$ cat src/rtl/data_types.sv
// Shared datapath types for the common data bus and its per-unit result buffers.
package data_types;

    localparam int unsigned N_FU_DEFAULT = 4;
    localparam int unsigned TAG_W        = 4;

    typedef logic [TAG_W-1:0] rs_tag_t;
    typedef logic [31:0]      word32_t;

    // Tag value reserved to mean "no result on the bus".
    localparam rs_tag_t NO_VAL = '0;

    typedef struct packed {
        rs_tag_t tag;
        word32_t val;
    } cdb_t;

    typedef struct packed {
        rs_tag_t tag;
        word32_t val;
        logic    spec;
    } fifo_entry_t;

endpackage

$ cat src/rtl/cdb_fifo.sv
// Per-unit result buffer: FIFO with flush of speculative entries and commit of spec marks.
module cdb_fifo
    import data_types::*;
#(
    parameter int unsigned DEPTH = 2,
    localparam int unsigned AW   = $clog2(DEPTH),
    localparam int unsigned CW   = AW + 1
) (
    input  logic        clk_i,
    input  logic        reset_i,
    input  logic        push_i,
    input  fifo_entry_t push_entry_i,
    input  logic        pop_i,
    input  logic        flush_i,
    input  logic        commit_i,
    output fifo_entry_t head_o,
    output logic [CW-1:0] count_o
);

    fifo_entry_t   mem_q [DEPTH];
    fifo_entry_t   mem_n [DEPTH];
    logic [AW-1:0] head_q, head_n;
    logic [CW-1:0] cnt_q, cnt_n;
    logic [CW-1:0] kept;
    logic [AW-1:0] idx;

    always_comb begin
        mem_n  = mem_q;
        head_n = head_q;
        cnt_n  = cnt_q;
        kept   = '0;
        idx    = '0;
        if (flush_i) begin
            // Survivors are repacked from slot 0 in original order; a popped head is skipped.
            for (int unsigned i = 0; i < DEPTH; i++) begin
                idx = head_q + AW'(i);
                if ((CW'(i) < cnt_q) && !mem_q[idx].spec && !(pop_i && (i == 0))) begin
                    mem_n[kept[AW-1:0]] = mem_q[idx];
                    kept = kept + CW'(1);
                end
            end
            if (push_i) begin
                mem_n[kept[AW-1:0]] = push_entry_i;
                kept = kept + CW'(1);
            end
            head_n = '0;
            cnt_n  = kept;
        end else begin
            if (push_i) begin
                mem_n[head_q + cnt_q[AW-1:0]] = push_entry_i;
            end
            if (commit_i) begin
                for (int unsigned i = 0; i < DEPTH; i++) begin
                    mem_n[i].spec = 1'b0;
                end
            end
            if (pop_i) begin
                head_n = head_q + AW'(1);
            end
            cnt_n = cnt_q + CW'(push_i) - CW'(pop_i);
        end
    end

    always_ff @(posedge clk_i) begin
        mem_q <= mem_n;
        if (reset_i) begin
            head_q <= '0;
            cnt_q  <= '0;
        end else begin
            head_q <= head_n;
            cnt_q  <= cnt_n;
        end
    end

    assign head_o  = mem_q[head_q];
    assign count_o = cnt_q;

endmodule

$ cat src/rtl/cdb_arbiter.sv
// Round-robin arbiter draining per-unit result buffers onto a registered common data bus.
module cdb_arbiter
    import data_types::*;
#(
    parameter int unsigned N_FU      = N_FU_DEFAULT,
    parameter int unsigned BUF_DEPTH = 2
) (
    input  logic                clk_i,
    input  logic                reset_i,
    input  logic [N_FU-1:0]     fu_valid_i,
    input  rs_tag_t [N_FU-1:0]  fu_tag_i,
    input  word32_t [N_FU-1:0]  fu_val_i,
    input  logic [N_FU-1:0]     fu_spec_i,
    output logic [N_FU-1:0]     fu_ready_o,
    input  logic                flush_i,
    input  logic                commit_i,
    output cdb_t                cdb_o
);

    localparam int unsigned CW = $clog2(BUF_DEPTH) + 1;
    localparam int unsigned RW = (N_FU > 1) ? $clog2(N_FU) : 1;

    fifo_entry_t     head     [N_FU];
    fifo_entry_t     push_ent [N_FU];
    logic [CW-1:0]   cnt      [N_FU];
    logic [N_FU-1:0] push, pop, eligible;

    logic [RW-1:0] rr_q, rr_n, cand;
    logic          found;
    cdb_t          cdb_q, cdb_n;

    for (genvar k = 0; k < N_FU; k++) begin : g_fu
        assign fu_ready_o[k] = (cnt[k] < CW'(BUF_DEPTH));
        // Speculative offers arriving with a flush are dropped; NO_VAL offers never enter.
        assign push[k] = fu_valid_i[k] && fu_ready_o[k] && (fu_tag_i[k] != NO_VAL)
                         && !(flush_i && fu_spec_i[k]);
        assign push_ent[k] = '{tag: fu_tag_i[k], val: fu_val_i[k], spec: fu_spec_i[k]};
        assign eligible[k] = (cnt[k] != '0) && !(flush_i && head[k].spec);

        cdb_fifo #(.DEPTH(BUF_DEPTH)) u_fifo (
            .clk_i        (clk_i),
            .reset_i      (reset_i),
            .push_i       (push[k]),
            .push_entry_i (push_ent[k]),
            .pop_i        (pop[k]),
            .flush_i      (flush_i),
            .commit_i     (commit_i),
            .head_o       (head[k]),
            .count_o      (cnt[k])
        );
    end

    always_comb begin
        found     = 1'b0;
        pop       = '0;
        cand      = '0;
        rr_n      = rr_q;
        cdb_n.tag = NO_VAL;
        cdb_n.val = cdb_q.val;
        for (int unsigned off = 0; off < N_FU; off++) begin
            cand = RW'((32'(rr_q) + off) % N_FU);
            if (!found && eligible[cand]) begin
                found      = 1'b1;
                pop[cand]  = 1'b1;
                cdb_n.tag  = head[cand].tag;
                cdb_n.val  = head[cand].val;
                rr_n       = (32'(cand) == N_FU - 1) ? '0 : cand + RW'(1);
            end
        end
    end

    always_ff @(posedge clk_i) begin
        if (reset_i) begin
            rr_q      <= '0;
            cdb_q.tag <= NO_VAL;
            cdb_q.val <= '0;
        end else begin
            rr_q  <= rr_n;
            cdb_q <= cdb_n;
        end
    end

    assign cdb_o = cdb_q;

endmodule

$ cat config.mk
export PLATFORM = sky130hd
export DESIGN_NAME = cdb_arbiter
export DESIGN_NICKNAME = d
export VERILOG_FILES = /design/src/rtl/data_types.sv /design/src/rtl/cdb_fifo.sv /design/src/rtl/cdb_arbiter.sv
export SDC_FILE = /design/constraint.sdc
export NUM_CORES = 2
export LEC_CHECK = 0
export CAP_MARGIN = 20
export CORE_MARGIN = 2
export CORE_UTILIZATION = 30
export DETAILED_ROUTE_END_ITERATION = 10
export DONT_BUFFER_PORTS = 1
export GPL_TIMING_DRIVEN = 0
export SLEW_MARGIN = 15
export SYNTH_ARGS = -nofsm -noshare
export SYNTH_HDL_FRONTEND = slang
export SYNTH_SLANG_ARGS = --single-unit
$ cat constraint.sdc
create_clock -name clk_i -period 7.4 [get_ports clk_i]
set_input_delay 0.37 -clock clk_i [delete_from_list [all_inputs] [get_ports clk_i]]
set_output_delay 0.37 -clock clk_i [all_outputs]
set_load 0.05 [all_outputs]
Yosys cells after proc, flatten, opt, wreduce, memory -nomap -nowiden
Index checks and enable logic that the tools add are counted.
{"block": "op_classes", "add_sub_neg": 31, "multipliers": 0, "n_div": 0, "n_lt_le_gt_ge": 56, "n_eq_ne": 4, "n_shift": 0, "muxes": 167, "bitwise": 27, "n_reduce_logical": 96}
{"op": "two-way mux 37 bit", "count": 52}
{"op": "two-way mux 74 bit", "count": 20}
{"op": "bitwise mux 74 bit", "count": 12}
{"op": "demux 37 bit (select 1 bit)", "count": 12}
{"op": "binary-select mux 37 bit (select 2 bit)", "count": 4}
{"op": "two-way mux 36 bit", "count": 4}
{"op": "two-way mux 2 bit", "count": 28}
{"op": "logical AND 1 bit", "count": 55}
{"op": ">= comparator 2 bit (second input constant)", "count": 20}
{"op": "inverter 1 -> 2 bit", "count": 20}
{"op": "adder 2 x 1 -> 2 bit (second input constant)", "count": 13}
{"op": "less-than comparator 2 x 1 -> 1 bit (second input constant)", "count": 12}
{"op": "zero test 1 bit", "count": 23}
{"op": "two-way mux 1 bit", "count": 23}
{"op": "nonzero test 4 bit", "count": 5}
{"op": "less-than comparator 1 x 2 -> 1 bit (first input constant)", "count": 8}
{"op": "two-way mux 4 bit", "count": 4}
{"op": "nonzero test 2 bit", "count": 8}
{"op": ">= comparator 3 bit (second input constant)", "count": 4}
{"op": "less-than comparator 2 x 3 -> 1 bit (second input constant)", "count": 4}
{"op": "inverter 2 -> 3 bit", "count": 4}
{"op": "bitwise OR 4 bit", "count": 3}
{"op": "nonzero test 3 bit", "count": 4}
{"op": "adder 2 x 1 -> 2 bit", "count": 4}
{"op": "other kinds (10)", "count": 35}
{"block": "word_totals", "reg_bits": 346, "latchBits": 0, "ramBits": 0, "rom_bits": 0, "input_bits": 156, "output_inout_bits": 40, "word_cells": 416, "n_memories": 0}

Longest topological paths before layout
{"block": "logic_depth", "ltp_word": 34, "mapped_depth": 19, "depth_no_buf": 15}

Hierarchy
A second synthesis with hierarchy kept.
{"block": "unflattened", "hier_cells": 2249, "area_unflattened_um2": 24750.0}
{"mod": "cdb_fifo", "n_inst": 4, "cells_per_inst": 375, "area_per_inst_um2": 4583.1, "seq_area_each_um2": 2282.2}
{"mod": "cdb_arbiter", "n_inst": 1, "cells_per_inst": 749, "area_per_inst_um2": 6417.4, "seq_area_each_um2": 760.7}

Least setup slack after synthesis
Ideal clock, no wire load.
{"block": "synth_timing", "kind": "reg2reg", "start": "reg, netlist name g_fu[3].u_fifo.head_q", "end": "reg g_fu[3].u_fifo.mem_q[37] (netlist bit), enable pin", "setup_ns": 0.303, "t_arrival_ns": 4.488, "setup_slack_ns": 2.610, "stages_incl_launch_ff": 7, "period_less_slack_ns": 4.790, "cell_sequence": "dfxtp_1 > buf_2 > buf_1 > buf_1 > xor2_1 > o21ai_0 > or2_2"}
{"item": "end signal, assigned", "line": "cdb_fifo.sv:65", "source": "mem_q <= mem_n;"}
{"item": "end, declared", "line": "cdb_fifo.sv:20", "source": "fifo_entry_t mem_q [DEPTH];"}

==> reports/metrics.yaml <==
status: "finished, final reports clean"
use_met1_pct: 30.7
start_kind: "flop"
path_max_fanout: 12
grt_use_met2_pct: 34.9
hold_buffers: 145
yosysWarningCount: 0
path_clk_slew_ps: 60
finClkSkew_ps: 23.8
syn2layout_area_growth_pct: 18.0
utilization_pct: 35.6
synth_cell_types: 57
fin_nets: 3005
busiest_layer: "met2"
cts_setup_buffers: 0
max_freq_mhz: 183
drcViolationCount: 0
antenna_found_initial: 11
io-pin-count: 196
crit_arrival_ps: 5780
cellPowerDensity_nw_per_um2: 500
vias: 24678
cts_buffers: 45
syn-num-nets: 2805
max-cap-violations: 0
clock_path_buffers: 3
h-tree-depth: 2
gp_congestion: 0.993
cts_root_buf: "clkbuf_16"
grt_max_degree: 27
wl_per_cell_um: 26.9
wirelength_um: 107000
final-max-slew-violation-count: 0
dpl_cell_area_um2: 26700
syn-instance-count: 2634
crit_start: "rr_q[0]"
gr-usage-met3_pct: 8.05
syn_area_um2: 25100
rows: 106
cts_sinks: 346
reg2reg_slack_ps: 1930
max-vdd-ir-drop_v: 0.000270
syn_avg_cell_area_um2: 9.52
final_cell_count_no_fill: 3955
cp_common_cell: "clkbuf_1"
cp-end-kind: "flop"
p_leak_nw: 9.92
dp_cells: 3722
rsz0062_at_grt: "no"
fin_area_um2: 29600
min_period_over_period_pct: 73.9
worstMarginPinSlew_ps: 1180
grt_pass1_vias: 22989
synth_top_flop_cell: "edfxtp_1"
grt_pass1_wl_um: 155000
viasPerCell: 6.24
grt_use_total_pct: 23.8
cp.required_ps: 7710
async_flop_share_pct: 0
insertion_delay_ps: 600
overflow: 0
worst-setup-path-type: "flop to flop"
crit_path_cell_trace: "clkinv_1 -> clkbuf_1 -> clkbuf_1 -> clkbuf_1 -> ha_1 -> inv_1 -> mux4_2 -> a211o_1 -> a21o_1 -> nand4_1 -> o21a_1 -> buf_2 -> clkbuf_1 -> o211ai_1"
dr.pass1.iters: 6
die-area_um2: 85900
setup_violations: 0
ys_seq_area_share_pct: 39.4
r2r-end: "g_fu[1].u_fifo.mem_q[50]"
tns_ps: 0
drtAntennaViolNets: 0
relSlewSlack_pct: 21.4
reg2reg_depth: 14
ys_seq_elements: 346
start_util_pct: 30.2
core_area_um2: 83200
r2r_start: "rr_q[0]"
hpwl_um: 75100
buffer_ports.inserted: 0
die_x_um: 293
die_h_um: 293
period_needed_ps: 5470
crit_slowest_cell: "clkbuf_1"
hold_viol: 0
hp-class: "input port to flop"
drt_iter0_markers: 3209
cts_tree: "built"
post_cts_resized: 0
synth_edf_count: 296
critical-path-max-stage-delay_ps: 490
drive_gt1_share_pct: 9.65
crit_end: "g_fu[1].u_fifo.mem_q[50]"
-- cell type report --
cell class	instances	area, µm²
sequential	346	9890
multi-input combinational	1965	13900
antenna	5	12.5
fill	8437	53500
buffer	296	1220
tap	1080	1350
clock buffer	63	1290
timing repair buffer	153	1630
clock inverter	20	174
inverter	27	101
-- worst max-delay path: cells and delay by family (launching register included) --
family	cells	cell delay, ps
fa+ha+maj	1	360
buf+inv	7	2550
flops	1	430
compound gates	4	960
simple gates	1	430
mux	1	450
-- per-layer routing --
layer	wire length, µm	share of wire [%]	up-vias
li1	-	-	10850
met3	13200	12	240
met4	6350	6.0	4
met5	27	0.025	-
met2	45500	43	1466
met1	41500	39	12118
-- flip-flops by register name, indices dropped and copies added (netlist names) --
| register | count |
|---|---|
| g_fu.u_fifo.count_o | 8 |
| g_fu.u_fifo.head_q | 4 |
| cdb_o | 36 |
| rr_q | 2 |
| g_fu.u_fifo.mem_q | 296 |
-- worst min-delay path by stage --
stage | startpoint | endpoint | slack (ps) | depth (start not counted)
4_1_cts | fu_spec_i[0] | g_fu[0].u_fifo.mem_q[0] | 4 | 2
3_3_place_gp | fu_val_i[62] | g_fu[1].u_fifo.mem_q[31] | 570 | 1
3_5_place_dp | fu_val_i[112] | g_fu[3].u_fifo.mem_q[17] | 570 | 1
5_1_grt | fu_val_i[21] | g_fu[0].u_fifo.mem_q[59] | 20 | 2
6_report | fu_val_i[37] | g_fu[1].u_fifo.mem_q[43] | 20 | 2
2_1_floorplan | fu_val_i[96] | g_fu[3].u_fifo.mem_q[38] | 560 | 2
-- cell families after synthesis --
| kind of cell | count (synthesis) | synth area share, % |
|---|---|---|
| buffers and inverters | 323 | 5.29 |
| muxes | 305 | 12.9 |
| adders and majority gates | 15 | 0.748 |
| xor gates and xnor gates | 18 | 0.629 |
| AOI/OAI and AO/OA | 1018 | 29.6 |
| DFF | 346 | 39.4 |
| and+or+nand+nor | 609 | 11.4 |
-- where the power goes --
| part | internal [mW] | leakage, nW | switching, mW |
|---|---|---|---|
| Sequential | 3.21 | 3.46 | 0.958 |
| Clock | 1.31 | 0.720 | 0.911 |
| Combinational | 2.71 | 5.75 | 5.69 |
-- stage by stage --
| step | setup slack (ps) | power, mW | hold slack [ps] |
|---|---|---|---|
| global placement | -27.2 | 12.1 | 565 |
| detailed placement | 2080 | 12.2 | 569 |
| CTS | 2070 | 14.5 | 3.93 |
| global route | 1670 | 15.5 | 20.9 |
| floorplan | 2610 | 9.36 | 564 |
| finish | 1930 | 14.8 | 23.8 |
-- synth_stat cells (all sizes together) (11+ instances only) --
cell type / count / area [µm²]
a21oi: 20 / 104
a31oi: 33 / 206
and2: 111 / 694
buf: 84 / 429
clkbuf: 212 / 796
dfxtp: 50 / 1000
edfxtp: 296 / 8890
ha: 15 / 188
inv: 25 / 93.8
mux2: 76 / 871
mux2i: 223 / 2230
nand2: 294 / 1100
nand3: 122 / 611
nor2: 36 / 138
nor3: 13 / 70.1
o2111ai: 144 / 1260
o211ai: 109 / 818
o21ai: 338 / 1700
o221ai: 72 / 631
o22ai: 77 / 482
o2bb2ai: 144 / 1260
o311ai: 36 / 541
or2: 11 / 68.8
xnor2: 14 / 123
-- cell usage in the layout (no fill, tap or decap), types with 9 or more instances in the layout --
cell type,netlist,layout
o21ai_0,336,331
edfxtp_1,296,296
nand2_1,294,291
clkbuf_1,212,223
mux2i_1,223,223
dlygate4sd3_1,0,145
o2111ai_1,144,144
o2bb2ai_1,144,144
nand3_1,122,122
and2_1,111,111
o211ai_1,109,109
o22ai_1,77,77
mux2_2,72,72
o221ai_1,72,72
dfxtp_1,50,50
clkbuf_16,0,47
buf_2,46,46
nor2_1,35,35
a31oi_1,33,33
o311ai_2,30,30
buf_1,29,29
inv_1,25,25
a21oi_1,19,19
ha_1,15,15
xnor2_1,14,14
nor3_1,12,12
or2_2,10,10
a21o_1,9,9
clkinv_2,0,9
(Power assumes the default switching activity.)
